$ cat src/rtl/div_bcd_formatter_pkg.sv
// Shared types and constants for the divider BCD formatter.
// DIV_BCD_ASCII_EN adds ASCII views of both results.
package div_pkg;

    typedef enum logic [1:0] {
        IDLE,
        SHIFT,
        DONE
    } state_t;

    localparam int ITER_CNT = 8;
    localparam int BIN_W = 8;
    localparam int BCD_W = 12;
    localparam logic [7:0] ASCII_ZERO = 8'h30;

    function automatic logic [23:0] bcd_to_ascii(
        input logic [BCD_W-1:0] b
    );
        return {ASCII_ZERO + {4'h0, b[11:8]},
                ASCII_ZERO + {4'h0, b[7:4]},
                ASCII_ZERO + {4'h0, b[3:0]}};
    endfunction

endpackage

$ cat src/rtl/div_bcd_formatter_if.sv
// Operand and result handshakes of the BCD formatter.
// DIV_BCD_ASCII_EN adds the ASCII result signals.
interface div_bcd_formatter_if;
    import div_pkg::*;

    logic             in_valid;
    logic             in_ready;
    logic [BIN_W-1:0] q;
    logic [BIN_W-1:0] r;
    logic             out_valid;
    logic             out_ready;
    logic [BCD_W-1:0] q_bcd;
    logic [BCD_W-1:0] r_bcd;
    logic             busy;
`ifdef DIV_BCD_ASCII_EN
    logic [23:0]      q_ascii;
    logic [23:0]      r_ascii;
`endif

    modport master (
`ifdef DIV_BCD_ASCII_EN
        input  q_ascii, r_ascii,
`endif
        output in_valid, q, r, out_ready,
        input  in_ready, out_valid, q_bcd, r_bcd, busy
    );

    modport slave (
`ifdef DIV_BCD_ASCII_EN
        output q_ascii, r_ascii,
`endif
        input  in_valid, q, r, out_ready,
        output in_ready, out_valid, q_bcd, r_bcd, busy
    );

endinterface

$ cat src/rtl/div_bcd_formatter_dd_step.sv
// One combinational double-dabble step: add-3 correction, then shift.
module dd_step
    import div_pkg::*;
(
    input  logic [BCD_W-1:0] bcd_in,
    input  logic [BIN_W-1:0] bin_in,
    output logic [BCD_W-1:0] bcd_out,
    output logic [BIN_W-1:0] bin_out
);

    logic [BCD_W-1:0] adj;

    always_comb begin
        adj = bcd_in;
        for (int i = 0; i < 3; i++) begin
            if (bcd_in[4*i +: 4] >= 4'd5)
                adj[4*i +: 4] = bcd_in[4*i +: 4] + 4'd3;
        end
    end

    assign {bcd_out, bin_out} = {adj[BCD_W-2:0], bin_in, 1'b0};

endmodule

$ cat src/rtl/div_bcd_formatter.sv
// Captures quotient/remainder and converts both to packed BCD, one bit per clock.
// DIV_BCD_ASCII_EN adds registered ASCII copies of the results.
module div_bcd_formatter
    import div_pkg::*;
(
    input  logic                 clk,
    input  logic                 rst_n,
    div_bcd_formatter_if.slave   bus
);

    state_t           state;
    state_t           nxt;
    logic [2:0]       cnt;
    logic [BIN_W-1:0] q_bin, r_bin, q_bin_n, r_bin_n;
    logic [BCD_W-1:0] q_acc, r_acc, q_acc_n, r_acc_n;
    logic [BCD_W-1:0] q_res, r_res;
    logic             last;

    dd_step u_q (
        .bcd_in (q_acc),
        .bin_in (q_bin),
        .bcd_out(q_acc_n),
        .bin_out(q_bin_n)
    );

    dd_step u_r (
        .bcd_in (r_acc),
        .bin_in (r_bin),
        .bcd_out(r_acc_n),
        .bin_out(r_bin_n)
    );

    assign last = (cnt == 3'(ITER_CNT - 1));

    always_ff @(posedge clk or negedge rst_n) begin
        if (!rst_n) state <= IDLE;
        else        state <= nxt;
    end

    always_comb begin
        nxt = state;
        unique case (state)
            IDLE:    if (bus.in_valid)  nxt = SHIFT;
            SHIFT:   if (last)          nxt = DONE;
            DONE:    if (bus.out_ready) nxt = IDLE;
            default: nxt = IDLE;
        endcase
    end

    // Results live in their own registers so they hold through the next conversion.
    always_ff @(posedge clk or negedge rst_n) begin
        if (!rst_n) begin
            cnt   <= '0;
            q_bin <= '0;
            r_bin <= '0;
            q_acc <= '0;
            r_acc <= '0;
            q_res <= '0;
            r_res <= '0;
        end else begin
            if (state == IDLE && bus.in_valid) begin
                q_bin <= bus.q;
                r_bin <= bus.r;
                q_acc <= '0;
                r_acc <= '0;
                cnt   <= '0;
            end else if (state == SHIFT) begin
                q_bin <= q_bin_n;
                r_bin <= r_bin_n;
                q_acc <= q_acc_n;
                r_acc <= r_acc_n;
                cnt   <= cnt + 3'd1;
                if (last) begin
                    q_res <= q_acc_n;
                    r_res <= r_acc_n;
                end
            end
        end
    end

`ifdef DIV_BCD_ASCII_EN
    logic [23:0] q_asc, r_asc;

    always_ff @(posedge clk or negedge rst_n) begin
        if (!rst_n) begin
            q_asc <= {3{ASCII_ZERO}};
            r_asc <= {3{ASCII_ZERO}};
        end else if (state == SHIFT && last) begin
            q_asc <= bcd_to_ascii(q_acc_n);
            r_asc <= bcd_to_ascii(r_acc_n);
        end
    end

    assign bus.q_ascii = q_asc;
    assign bus.r_ascii = r_asc;
`endif

    assign bus.in_ready  = (state == IDLE);
    assign bus.out_valid = (state == DONE);
    assign bus.busy      = (state != IDLE);
    assign bus.q_bcd     = q_res;
    assign bus.r_bcd     = r_res;

endmodule

$ cat src/flat_wrapper.sv
// flat-port wrapper written by rule: the top's interface ports become plain ports
module div_bcd_formatter_flat import div_pkg::*;
  (clk, rst_n, bus_in_valid, bus_q, bus_r, bus_out_ready, bus_in_ready, bus_out_valid, bus_q_bcd, bus_r_bcd, bus_busy);
  div_bcd_formatter_if bus_i ();
  input  logic clk;
  input  logic rst_n;
  input wire logic [$bits(bus_i.in_valid)-1:0] bus_in_valid;
  input wire logic [$bits(bus_i.q)-1:0] bus_q;
  input wire logic [$bits(bus_i.r)-1:0] bus_r;
  input wire logic [$bits(bus_i.out_ready)-1:0] bus_out_ready;
  output wire logic [$bits(bus_i.in_ready)-1:0] bus_in_ready;
  output wire logic [$bits(bus_i.out_valid)-1:0] bus_out_valid;
  output wire logic [$bits(bus_i.q_bcd)-1:0] bus_q_bcd;
  output wire logic [$bits(bus_i.r_bcd)-1:0] bus_r_bcd;
  output wire logic [$bits(bus_i.busy)-1:0] bus_busy;
  assign bus_i.in_valid = bus_in_valid;
  assign bus_i.q = bus_q;
  assign bus_i.r = bus_r;
  assign bus_i.out_ready = bus_out_ready;
  assign bus_in_ready = bus_i.in_ready;
  assign bus_out_valid = bus_i.out_valid;
  assign bus_q_bcd = bus_i.q_bcd;
  assign bus_r_bcd = bus_i.r_bcd;
  assign bus_busy = bus_i.busy;
  div_bcd_formatter u_core (.clk(clk), .rst_n(rst_n), .bus(bus_i));
endmodule
$ cat config.mk
export PLATFORM = sky130hd
export DESIGN_NAME = div_bcd_formatter_flat
export DESIGN_NICKNAME = d
export VERILOG_FILES = /design/src/rtl/div_bcd_formatter_pkg.sv /design/src/rtl/div_bcd_formatter_if.sv /design/src/rtl/div_bcd_formatter_dd_step.sv /design/src/rtl/div_bcd_formatter.sv /design/src/flat_wrapper.sv
export SDC_FILE = /design/constraint.sdc
export NUM_CORES = 1
export LEC_CHECK = 0
export CORE_MARGIN = 2
export CORE_UTILIZATION = 25
export CTS_CLUSTER_SIZE = 25
export DETAILED_ROUTE_END_ITERATION = 8
export DONT_BUFFER_PORTS = 1
export PLACE_DENSITY = 0.37
export SLEW_MARGIN = 20
export SYNTH_ARGS = -nofsm -noshare
export SYNTH_HDL_FRONTEND = slang
export SYNTH_SLANG_ARGS = --single-unit
$ cat constraint.sdc
create_clock -name clk -period 2.1 [get_ports clk]
set_input_delay 0.315 -clock clk [delete_from_list [all_inputs] [get_ports clk]]
set_output_delay 0.315 -clock clk [all_outputs]
set_load 0.1 [all_outputs]
==> metrics.cfg <==
[logic_synthesis]
synthDistinctLibCells = 24
synthDominantAreaCellType = dfrtp_1
synth_top_area_share_pct = 54.4
synth_area_per_cell_sq_um = 9.64
synth_sequential_area_ratio_pct = 54.4
synth_cells = 329
ys_ff_latch = 69
yosysWarnings = 0
syn-num-nets = 363
synth_area_sq_um = 3170
yosys-top-cells-area = dfrtp_1 (54%), nand2_1 (9.5%), ha_1 (5.5%)

[setup_path]
r2r_cells = 6
required_ps = 2350
cp-start-kind = flop
worst-path-max-fanout = 5
critPathCaptureType = flop
critPathKind = flop to flop
worstPathArrival_ps = 1950

[cells_and_area]
drive_above_1_share_pct = 15.5
area_growth_pct = 21.8
antenna_cells = 0
final_common_cell = nand2_1
mostFrequentLayoutCells = nand2_1 (79), dfrtp_1 (69), buf_4 (32), o21ai_1 (30), o21ai_0 (23)
final_nets = 391

[global_route]
grt.total_usage_pct = 11.8
grt_pass1_vias = 2288
antenna_found_initial = 0
grt-ovfl-total = 0
grt_pass1_wl_um = 12000
grt_max_degree = 70

[timing]
rsz0062_at_grt = no
period_needed_ps = 1700
slew_headroom_pct = 38.5
fin_skew_ps = 5.80
finalSetupViolations = 0
max_freq_mhz = 589
fin_setup_tns_ps = 0
finalHoldViolCount = 0
fin_crit_sh_pct = 80.9
worst_pin_slew_ps = 923
maxSlewViolCount = 0

[cts]
cts_setup_buffers = 0
insertion_delay_ps = 330
cts_tree = yes
cts_sinks = 69
h-tree-depth = 3
clockBufferDepth = 2
cts-root-buf = clkbuf_16
clkTransAtPathRegs_ps = 50
cts_buffers = 9

[placed_design]
portBuffers = 0
place_congestion = 0.721
hpwl_um = 4580

[routing]
wl_per_cell_um = 13.4
routed_wl_um = 7140
drt_iter0_drc = 109
vias_per_cell = 4.33
route.detailed.drc = 0
detail-route-antenna-nets = 0
drt_pass1_iterations = 4
num_vias = 2306

[floorplan]
chipWidth_um = 117
row_count = 41
die_y_um = 117
initial_core_util_pct = 25.3
core-area_sq_um = 12500
ioPinCount = 47
die_area_sq_um = 13600

[status]
outcome = finished, final reports clean

[flow_run]
cap_violations = 0

[min_path]
hold_class = input port to flop
min_delay_path_depth = 1

==> worst max-delay path: stages (launching register included) <==
cell and delay, ps:
dfrtp_1 410, inv_1 100, ha_1 240, nand2b_1 90
a21oi_1 250, mux2_2 380, o21ai_0 150
==> final cells by class <==
cell class                      instances  area [sq um]
Multi-Input combinational cell        229          1330
Clock inverter                          2          10.0
Inverter                               14          52.6
Timing Repair Buffer                   34           278
Tap cell                              172           215
Fill cell                            1339          8650
Sequential cell                        69          1730
Clock buffer                           13           250
==> metrics by stage <==
| step | instance area [sq um] | util [%] | cells | setup slack [ps] | hold slack (ps) |
|---|---|---|---|---|---|
| 3_5_place_dp | 3570 | 28.5 | 516 | 393 | 22.0 |
| 4_1_cts | 3860 | 30.9 | 533 | 381 | 57.9 |
| 5_1_grt | 3860 | 30.9 | 533 | 237 | 79.6 |
| 2_1_floorplan | 3180 | - | 329 | 265 | 19.4 |
| 3_3_place_gp | 3570 | 28.5 | 516 | 393 | 22.1 |
| 6_report | 3860 | 30.9 | 533 | 402 | 72.5 |
==> path summary, 6_finish.rpt <==
check	start	to	slack, ps
setup / recovery	u_core.r_acc[4]$_DFFE_PN0P_	u_core.r_acc[6]$_DFFE_PN0P_	400
hold / removal	bus_out_ready	u_core.state[1]$_DFFE_PN0P_	70
setup reg to reg	u_core.r_acc[4]$_DFFE_PN0P_	u_core.r_acc[6]$_DFFE_PN0P_	400
hold reg to reg	u_core.q_bin[1]$_DFFE_PN0P_	u_core.q_bin[1]$_DFFE_PN0P_	470
max in group asynchronous	rst_n	u_core.bus.q_bcd[2]$_DFFE_PN0P_	1250
min in group asynchronous	rst_n	u_core.q_bin[4]$_DFFE_PN0P_	510
==> cell usage after synthesis <==
cell type  instances
nand2_1           80
dfrtp_1           69
o21ai_1           30
o21ai_0           23
a21oi_1           16
a22oi_1           14
ha_1              14
inv_1             14
nor3b_1           10
buf_2              9
nand2b_1           8
clkbuf_1           6
mux2_2             6
nor3_1             6
xnor2_1            6
nand3_1            5
nor2_1             3
a22o_1             2
mux2_1             2
o31ai_1            2
a21boi_0           1
buf_4              1
buf_6              1
nor2b_1            1
==> metal layers <==
metal  global-route usage [%]  vias up  routed length (um)
met5                        0        -                   0
met4                     6.82        0                 172
met3                     3.43       12                 317
met2                     17.8       36                3240
met1                     15.1     1084                3400
li1                         -     1174                   -
==> sequential cells by signal, indices dropped and copies added (netlist names) <==
register and flops:
u_core.cnt 3, u_core.q_bin 8, u_core.r_acc 12, u_core.q_acc 12, u_core.bus.r_bcd 12, u_core.r_bin 8, u_core.bus.q_bcd 12, u_core.state 2
==> logic make-up (layout without fill, tap and decap cells) <==
kind of cell / count (synthesis) / after routing / synth area share, %
xor gates and xnor gates: 6 / 6 / 1.66
AOI/OAI and AO/OA: 88 / 88 / 15.5
and+or+nand+nor: 113 / 113 / 15.7
buffers and inverters: 31 / 63 / 4.38
muxes: 8 / 8 / 2.84
DFF: 69 / 69 / 54.4
adders and majority gates: 14 / 14 / 5.52
==> what timing repair did <==
action | CTS | global route
hold buffers | 2 | 0
endpoints found under the hold margin | 69 | 0
resized for setup | 0 | 0
Power is left out: the tool's default activity adds up to more than one toggle a clock period on the data nets, which glitch-free logic cannot reach.
